`config.mk`:
```
export PLATFORM = sky130hd
export DESIGN_NAME = reg_write_arbiter
export DESIGN_NICKNAME = d
export VERILOG_FILES = /design/src/rtl/reg_write_arbiter.sv
export SDC_FILE = /design/constraint.sdc
export NUM_CORES = 1
export LEC_CHECK = 0
export ABC_AREA = 1
export CAP_MARGIN = 10
export CORE_AREA = 8 8 85 87
export CTS_CLUSTER_SIZE = 20
export DETAILED_ROUTE_END_ITERATION = 7
export DIE_AREA = 0 0 93 95
export PLACE_DENSITY = 0.82
export RECOVER_POWER = 50
export SLEW_MARGIN = 20
export SYNTH_ARGS = -nofsm -noshare
export SYNTH_HDL_FRONTEND = slang
export SYNTH_SLANG_ARGS = --single-unit
```
`constraint.sdc`:
```
create_clock -name clk_i -period 1.6 [get_ports clk_i]
set_clock_uncertainty 0.1 [all_clocks]
set_input_delay 0.32 -clock clk_i [delete_from_list [all_inputs] [get_ports clk_i]]
set_output_delay 0.32 -clock clk_i [all_outputs]
set_load 0.01 [all_outputs]
```
`src/rtl/reg_write_arbiter.sv`:
```
// -----------------------------------------------------------------------------
// reg_write_arbiter
//
// Shares the register file's single write port between two writers:
//   writer 0 (wb_*) : pipeline WB stage, fixed priority
//   writer 1 (lu_*) : long-latency unit (mul/div), holds its request until
//                     accepted; forced through after MAX_WAIT lost cycles
// The winning write is registered and drives the register file directly,
// so RegWrite_o rises one clock after the accepting cycle.
//
// Ports
//   clk_i        clock, rising edge
//   rst_i        asynchronous, active-low reset
//   wb_valid_i   writer 0 has a write
//   wb_ready_o   writer 0 write accepted this cycle (combinational)
//   wb_addr_i    writer 0 destination register
//   wb_data_i    writer 0 data
//   lu_valid_i   writer 1 has a write
//   lu_ready_o   writer 1 write accepted this cycle (combinational)
//   lu_addr_i    writer 1 destination register
//   lu_data_i    writer 1 data
//   stall_o      pipeline must hold WB (writer 0 lost to a forced writer 1)
//   RegWrite_o   register file write enable
//   RDaddr_o     register file write address
//   RDdata_o     register file write data
// -----------------------------------------------------------------------------
module reg_write_arbiter #(
  parameter int ADDR_W   = 5,
  parameter int DATA_W   = 32,
  parameter int MAX_WAIT = 3,
  parameter bit DROP_R0  = 1'b1
) (
  input  logic              clk_i,
  input  logic              rst_i,
  input  logic              wb_valid_i,
  output logic              wb_ready_o,
  input  logic [ADDR_W-1:0] wb_addr_i,
  input  logic [DATA_W-1:0] wb_data_i,
  input  logic              lu_valid_i,
  output logic              lu_ready_o,
  input  logic [ADDR_W-1:0] lu_addr_i,
  input  logic [DATA_W-1:0] lu_data_i,
  output logic              stall_o,
  output logic              RegWrite_o,
  output logic [ADDR_W-1:0] RDaddr_o,
  output logic [DATA_W-1:0] RDdata_o
);

  localparam int              CNT_W   = $clog2(MAX_WAIT + 1);
  localparam logic [CNT_W-1:0] MAX_CNT = CNT_W'(MAX_WAIT);

  // Number of consecutive cycles writer 1 has been pending without a grant.
  logic [CNT_W-1:0]  wait_cnt;

  logic              force_lu;
  logic              grant_wb;
  logic              grant_lu;
  logic              grant_any;
  logic [ADDR_W-1:0] win_addr;
  logic [DATA_W-1:0] win_data;
  logic              win_drop;

  // Writer 1 has waited long enough: it takes this cycle regardless of wb.
  assign force_lu  = lu_valid_i & (wait_cnt == MAX_CNT);

  // Both grants are gated by their own valid, so idle inputs never grant
  // even if addr/data are undriven.
  assign grant_wb  = wb_valid_i & ~force_lu;
  assign grant_lu  = lu_valid_i & (~wb_valid_i | force_lu);
  assign grant_any = grant_wb | grant_lu;

  assign wb_ready_o = ~force_lu;
  assign lu_ready_o = grant_lu;
  assign stall_o    = wb_valid_i & force_lu;

  // Winner select. The write to r0 is still accepted (ready asserted) so the
  // writer retires it; only the register file enable is suppressed.
  always_comb begin
    // NOTE: every combinational output gets a default first so no path leaves
    // it unassigned, which would otherwise infer a latch.
    win_addr = wb_addr_i;
    win_data = wb_data_i;
    if (grant_lu) begin
      win_addr = lu_addr_i;
      win_data = lu_data_i;
    end
    win_drop = DROP_R0 && (win_addr == '0);
  end

  // Starvation counter: cleared on a writer 1 grant or when it has no request,
  // otherwise counts lost cycles and saturates at MAX_WAIT.
  // NOTE: async reset sits in the sensitivity list; sequential state uses
  // non-blocking assignments so all flops sample pre-edge values.
  always_ff @(posedge clk_i or negedge rst_i) begin
    if (!rst_i) begin
      wait_cnt <= '0;
    end else if (grant_lu || !lu_valid_i) begin
      wait_cnt <= '0;
    end else if (wait_cnt != MAX_CNT) begin
      wait_cnt <= wait_cnt + 1'b1;
    end
  end

  // Registered write port. Address/data hold between writes; only the enable
  // drops. Reset discards any write captured but not yet presented.
  always_ff @(posedge clk_i or negedge rst_i) begin
    if (!rst_i) begin
      RegWrite_o <= 1'b0;
      RDaddr_o   <= '0;
      RDdata_o   <= '0;
    end else if (grant_any) begin
      RegWrite_o <= ~win_drop;
      RDaddr_o   <= win_addr;
      RDdata_o   <= win_data;
    end else begin
      RegWrite_o <= 1'b0;
    end
  end

endmodule

```
==> results of run 1 <==
## synthesized netlist by cell type (all sizes together)
cell	count
nand2	113
dfrtp	40
nand3	35
inv	12
buf	10
o21ai	8
nor2	3
ha	1
nand3b	1
nor3	1
nor3b	1
## worst min path at each step
stage	startpoint	end	slack (ns)	cells after the start
floorplan	rst_i	RDaddr_o[0]	-0.08	0
CTS	RDdata_o[24]	RDdata_o[24]	0.38	2
global placement	rst_i	RDdata_o[18]	0.20	2
global route	wb_valid_i	wait_cnt[1]	0.40	4
detailed placement	rst_i	RDdata_o[19]	0.21	2
finish	RDdata_o[24]	RDdata_o[24]	0.38	2
## cell type report
class,instances,area (µm²)
clock buffers,5,68.8
well taps,75,93.8
multi-input cells,163,719
flip-flops and latches,40,1000
clock inverters,2,12.5
repair buffers,137,1320
fillers,549,2550
inverters,12,47.5
## state kept, by name, indices dropped and copies added (netlist names)
register	count
RegWrite_o	1
wait_cnt	2
RDaddr_o	5
RDdata_o	32
## what timing repair did
action,4_1_cts,5_1_grt
hold buffers,1,0
gates resized for setup,56,4
endpoints found under the setup margin,39,6
hold endpoints to repair,40,0
pin swaps,2,0
gates cloned,0,0
## power by group
| group | switching [mW] | internal, mW | leakage, nW |
|---|---|---|---|
| registers | 0.0466 | 1.11 | 0.483 |
| logic | 0.272 | 0.360 | 1.08 |
| clock network | 0.344 | 0.295 | 0.0400 |
## logic make-up (layout without fill, tap and decap cells)
group                      after synthesis  in the layout
DFF                                     40             40
adders and majority gates                1              1
AOI/OAI and AO/OA                        8              8
and+or+nand+nor                        154            154
buffers and inverters                   22            156
## metal layers
| layer | wire, µm | up-vias |
|---|---|---|
| met5 | 0 | - |
| met4 | 180 | 0 |
| met3 | 563 | 16 |
| met2 | 2900 | 86 |
| met1 | 2570 | 905 |
| li1 | - | 971 |
## tightest hold or removal path: cells and delay by family (launching register included)
kind,cells,cell delay [ns]
DFF,1,0.34
and+or+nand+nor,2,0.10
==> flow_metrics.env, run 1 <==
export IMPL_yosys_area_share_simple_pct=34.4
export IMPL_drt_iter0_drc=44
export IMPL_r2r_start="wait_cnt[0]"
export IMPL_synth_ff_latch_count=40
export IMPL_grt_pass1_vias=2029
export IMPL_startpoint_type="flop"
export IMPL_cp_required_ns=1.18
export IMPL_muxShareOfSynthArea_pct=0
export IMPL_cp_endpoint="lu_ready_o"
export IMPL_crit_path_cell_trace="ha_4 > o21ai_4 > inv_2 > buf_6"
export IMPL_finalSetupTns_ns=-0.0242
export IMPL_tritoncts="done"
export IMPL_instances_no_fill=434
export IMPL_leakage_nw=1.60
export IMPL_numCtsBuffers=5
export IMPL_first_pass_iters=4
export IMPL_grt_pass1_wl_mm=9.78
export IMPL_grt_busiest_layer="met2"
export IMPL_finalHoldViolCount=0
export IMPL_synth_cell_types=16
export IMPL_synth_top_cell_area_share_pct=53.6
export IMPL_clk_latency_ns=0.29
export IMPL_hold_class="reg2reg"
export IMPL_rows=28
export IMPL_finalSetupViolations=1
export IMPL_hpwl_mm=4.95
export IMPL_fin_crit_sh_pct=102
export IMPL_use_met3_pct=5.95
export IMPL_start_util_pct=32.1
export IMPL_yosys_area_top_type="dfrtp_1"
export IMPL_layout_drive_gt1_share_pct=10.0
export IMPL_syn2layout_area_growth_pct=74.6
export IMPL_end_kind="primary output"
export IMPL_drcViolationCount=0
export IMPL_critPathBufInv=2
export IMPL_ctsHtreeMaxLevel=2
export IMPL_synthAdderAreaFrac_pct=0.670
export IMPL_rrSetupSlack_ns=0.10
export IMPL_num_vias=1978
export IMPL_finalCriticalPeriod_ns=1.62
export IMPL_final_nets=438
export IMPL_cp_startpoint="wait_cnt[0]"
export IMPL_vias_per_cell=4.56
export IMPL_synth_cell_area_mm2=0.00187
export IMPL_wl_per_cell_um=14.3
export IMPL_rsz0062_at_grt="yes"
export IMPL_die_w_um=93
export IMPL_outcome="finished with violations"
export IMPL_powerDensity_mw_per_mm2=743
export IMPL_worstRegToRegCells=8
export IMPL_yosys_top_cells_area="dfrtp_1 54%, nand2_1 22%, nand3_1 9.4%"
export IMPL_layout_commonest_cell="nand2_1"
export IMPL_clockRootBuffer="clkbuf_8"
export IMPL_slew_headroom_pct=63.3
export IMPL_die_area_mm2=0.00884
export IMPL_peakVddDrop_uv=363
export IMPL_routed_wirelength_mm=6.21
export IMPL_fin_util_pct=56.1
export IMPL_place_inst=426
export IMPL_antenna_left=0
export IMPL_dpl_instance_area_mm2=0.00320
export IMPL_synth_seq_area_share_pct=53.6
export IMPL_worst_ep_arrival_time_ns=1.20
export IMPL_synth_avg_cell_area_um2=8.30
export IMPL_io_buffers=118
export IMPL_worst_slew_pin_slew_ns=0.550
export IMPL_fin_worst_hold_slack_ns=0.376
export IMPL_mostFrequentLayoutCells="110 x nand2_1, 74 x clkdlybuf4s50_1, 40 x dfrtp_1"
export IMPL_routabilityCongestion=0.791
export IMPL_io_pins=119
export IMPL_crit_path_max_incr_delay_ns=0.42
export IMPL_synth_top_family_by_area="simple AND/OR/NAND/NOR gates"
export IMPL_max_cap_violations=0
export IMPL_clockBufferDepth=2
export IMPL_power_mw=2.42
export IMPL_synth_compound_area_share_pct=2.75
export IMPL_grt_use_total_pct=13.9
export IMPL_crit_type="reg2out"
export IMPL_core_mm2=0.00582
export IMPL_design_area_mm2=0.00326
export IMPL_violations="negative setup slack"
export IMPL_crit_slowest_cell="dfrtp_1"
export IMPL_syn_num_nets=304
export IMPL_pre_cts_slack_ns=-0.423
export IMPL_yosys_warnings=0
export IMPL_clk_pin_slew_ns=0.08
export IMPL_fmax_mhz=616
export IMPL_use_met1_pct=15.3
export IMPL_path_delay_family="flip-flops"
export IMPL_cts_setup_buffers=0
export IMPL_drv_slew=0
export IMPL_grt_max_degree=33
export IMPL_synth_cells=225
export IMPL_cts_sinks=40
export IMPL_gr_total_overflow=0
export IMPL_die_h_um=95
export IMPL_diodes=0
export IMPL_finalWorstSetupSlack_ns=-0.0242
export IMPL_met2_usage_pct=23.1
export IMPL_antenna_found_initial=0
export IMPL_cp_max_fo=2
export IMPL_synthXorXnorAreaFrac_pct=0
export IMPL_worst_path_stages=4
export IMPL_rr_endpoint="RegWrite_o"
Power figures use the tool's default switching activity.
==> run 2: changes to the inputs <==
==> constraint.sdc (replaced) <==
create_clock -name clk_i -period 1.3 [get_ports clk_i]
set_clock_uncertainty 0.1 [all_clocks]
set_input_delay 0.26 -clock clk_i [delete_from_list [all_inputs] [get_ports clk_i]]
set_output_delay 0.26 -clock clk_i [all_outputs]
set_load 0.01 [all_outputs]
==> flow_metrics.env, run 2 (same netlist as run 1, synthesis figures left out) <==
export IMPL_hpwl_mm=4.88
export IMPL_drv_slew=0
export IMPL_die_area_mm2=0.00884
export IMPL_io_pins=119
export IMPL_clk_latency_ns=0.29
export IMPL_die_h_um=95
export IMPL_outcome="finished with violations"
export IMPL_p_sw_share_pct=27.5
export IMPL_layout_drive_gt1_share_pct=43.2
export IMPL_clockBufferDepth=2
export IMPL_die_w_um=93
export IMPL_fin_util_pct=65.6
export IMPL_rrSetupSlack_ns=-0.25
export IMPL_worst_ep_arrival_time_ns=1.20
export IMPL_vias_per_cell=4.69
export IMPL_rr_endpoint="RegWrite_o"
export IMPL_largest_reg_flops=32
export IMPL_cp_max_fo=2
export IMPL_p_int_mw=2.57
export IMPL_grt_pass1_wl_mm=11.0
export IMPL_drt_iter0_drc=43
export IMPL_crit_type="reg2out"
export IMPL_finalHoldViolCount=0
export IMPL_clockRootBuffer="clkbuf_8"
export IMPL_grt_use_total_pct=15.6
export IMPL_p_comb_share_pct=27.4
export IMPL_first_pass_iters=4
export IMPL_cp_required_ns=0.94
export IMPL_reg_top3="RDdata_o (32), RDaddr_o (5), wait_cnt (2)"
export IMPL_hold_class="reg2reg"
export IMPL_antenna_left=0
export IMPL_finalCriticalPeriod_ns=1.56
export IMPL_violations="negative setup slack"
export IMPL_cp_startpoint="wait_cnt[0]"
export IMPL_num_vias=2087
export IMPL_largest_register="RDdata_o"
export IMPL_io_buffers=118
export IMPL_end_kind="primary output"
export IMPL_cp_endpoint="lu_ready_o"
export IMPL_clock_power_share_pct=31.4
export IMPL_drcViolationCount=0
export IMPL_gr_total_overflow=0
export IMPL_fin_worst_hold_slack_ns=0.402
export IMPL_min_path_cells=2
export IMPL_worstRegToRegCells=10
export IMPL_slew_headroom_pct=63.4
export IMPL_wl_per_cell_um=16.1
export IMPL_clk_pin_slew_ns=0.08
export IMPL_startpoint_type="flop"
export IMPL_layout_commonest_cell="clkdlybuf4s50_1"
export IMPL_rsz0062_at_grt="yes"
export IMPL_powerDensity_mw_per_mm2=931
export IMPL_routabilityCongestion=0.743
export IMPL_fin_crit_sh_pct=120
export IMPL_min_from="RDaddr_o[4]"
export IMPL_routed_wirelength_mm=7.17
export IMPL_p_sw_mw=0.977
export IMPL_finalSetupViolations=42
export IMPL_seq_power_share_pct=41.3
export IMPL_r2r_start="wait_cnt[0]"
export IMPL_leakage_nw=2.02
export IMPL_grt_pass1_vias=2275
export IMPL_mostFrequentLayoutCells="75 x clkdlybuf4s50_1, 74 x nand2_1, 40 x dfrtp_1"
export IMPL_start_util_pct=32.1
export IMPL_final_nets=448
export IMPL_worst_slew_pin_slew_ns=0.550
export IMPL_tritoncts="done"
export IMPL_grt_max_degree=41
export IMPL_max_cap_violations=0
export IMPL_cts_sinks=40
export IMPL_finalWorstSetupSlack_ns=-0.261
export IMPL_fmax_mhz=641
export IMPL_core_mm2=0.00582
export IMPL_ctsHtreeMaxLevel=2
export IMPL_rows=28
export IMPL_numCtsBuffers=5
export IMPL_syn2layout_area_growth_pct=104
export IMPL_peakVddDrop_uv=506
export IMPL_diodes=0
export IMPL_antenna_found_initial=0
## run 2: changes by cell type in the layout (fill, tap and decap cells not counted), moves of 5 or more
cell	before	now
buf_2	1	19
buf_4	11	16
o21ai_1	6	1
nand3_1	35	1
clkbuf_2	2	16
nand2_4	1	28
nand2_1	110	74
dlygate4sd2_1	37	0
nand3_2	0	34
nand2_2	2	9
## run 2: power by group through the flow
| stage | logic [mW] | registers [mW] | clock network [mW] |
|---|---|---|---|
| final | 0.971 | 1.47 | 1.11 |
| after global routing | 1.05 | 1.48 | 1.19 |
| after CTS | 0.937 | 1.45 | 1.14 |
| after detailed placement | 0.865 | 1.45 | 0 |
| after global placement | 0.847 | 1.44 | 0 |
| after floorplan | 0.220 | 1.50 | 0 |
## run 2: what timing repair did
action                                  in CTS  in global routing
hold endpoints to repair                    40                  0
buffers inserted                             4                  5
hold buffers                                 1                  0
endpoints found under the setup margin      79                 62
pin swaps                                    2                  4
gates cloned                                 4                  0
gates resized for setup                    195                 72
## run 2: worst min-delay path by stage
| stage | end | slack, ns |
|---|---|---|
| after floorplan | RDaddr_o[0] | -0.14 |
| after global placement | RDdata_o[15] | 0.15 |
| after detailed placement | RDdata_o[15] | 0.15 |
| after CTS | RDdata_o[15] | 0.38 |
| after global routing | RDdata_o[21] | 0.43 |
| final | RDaddr_o[4] | 0.40 |
## run 2: layout make-up
type	instances	area, µm²
clock buffer	7	96.3
clock inverter	1	30.0
fill	471	2000
inverter	12	57.6
multi-input combinational	163	1180
sequential	40	1000
tap	75	93.8
timing repair buffer	147	1360
## run 2: metrics by stage
| stage | power [mW] | setup slack (ns) | TNS, ns | cell area, µm² | instances |
|---|---|---|---|---|---|
| finish | 3.55 | -0.261 | -8.42 | 3820 | 445 |
| global route | 3.72 | -0.327 | -10.57 | 3820 | 445 |
| CTS | 3.53 | -0.273 | -8.01 | 3700 | 441 |
| detailed placement | 2.31 | -0.602 | -20.52 | 3200 | 424 |
| global placement | 2.29 | -0.573 | -18.31 | 3200 | 424 |
| floorplan | 1.72 | -0.0451 | -0.891 | 1880 | 225 |
## run 2: worst max-delay path, stage by stage, from the launching register on
cell	delay, ns
dfrtp_1	0.41
ha_4	0.19
o21ai_4	0.13
inv_2	0.06
buf_6	0.12
## run 2: routing by layer
layer / up-vias / share of wire (%) / track usage, %
met5: - / 0 / 0
met3: 2 / 8.7 / 5.95
met4: 0 / 0.38 / 3.22
met1: 1002 / 40 / 17.3
li1: 998 / - / -
met2: 85 / 51 / 27.6
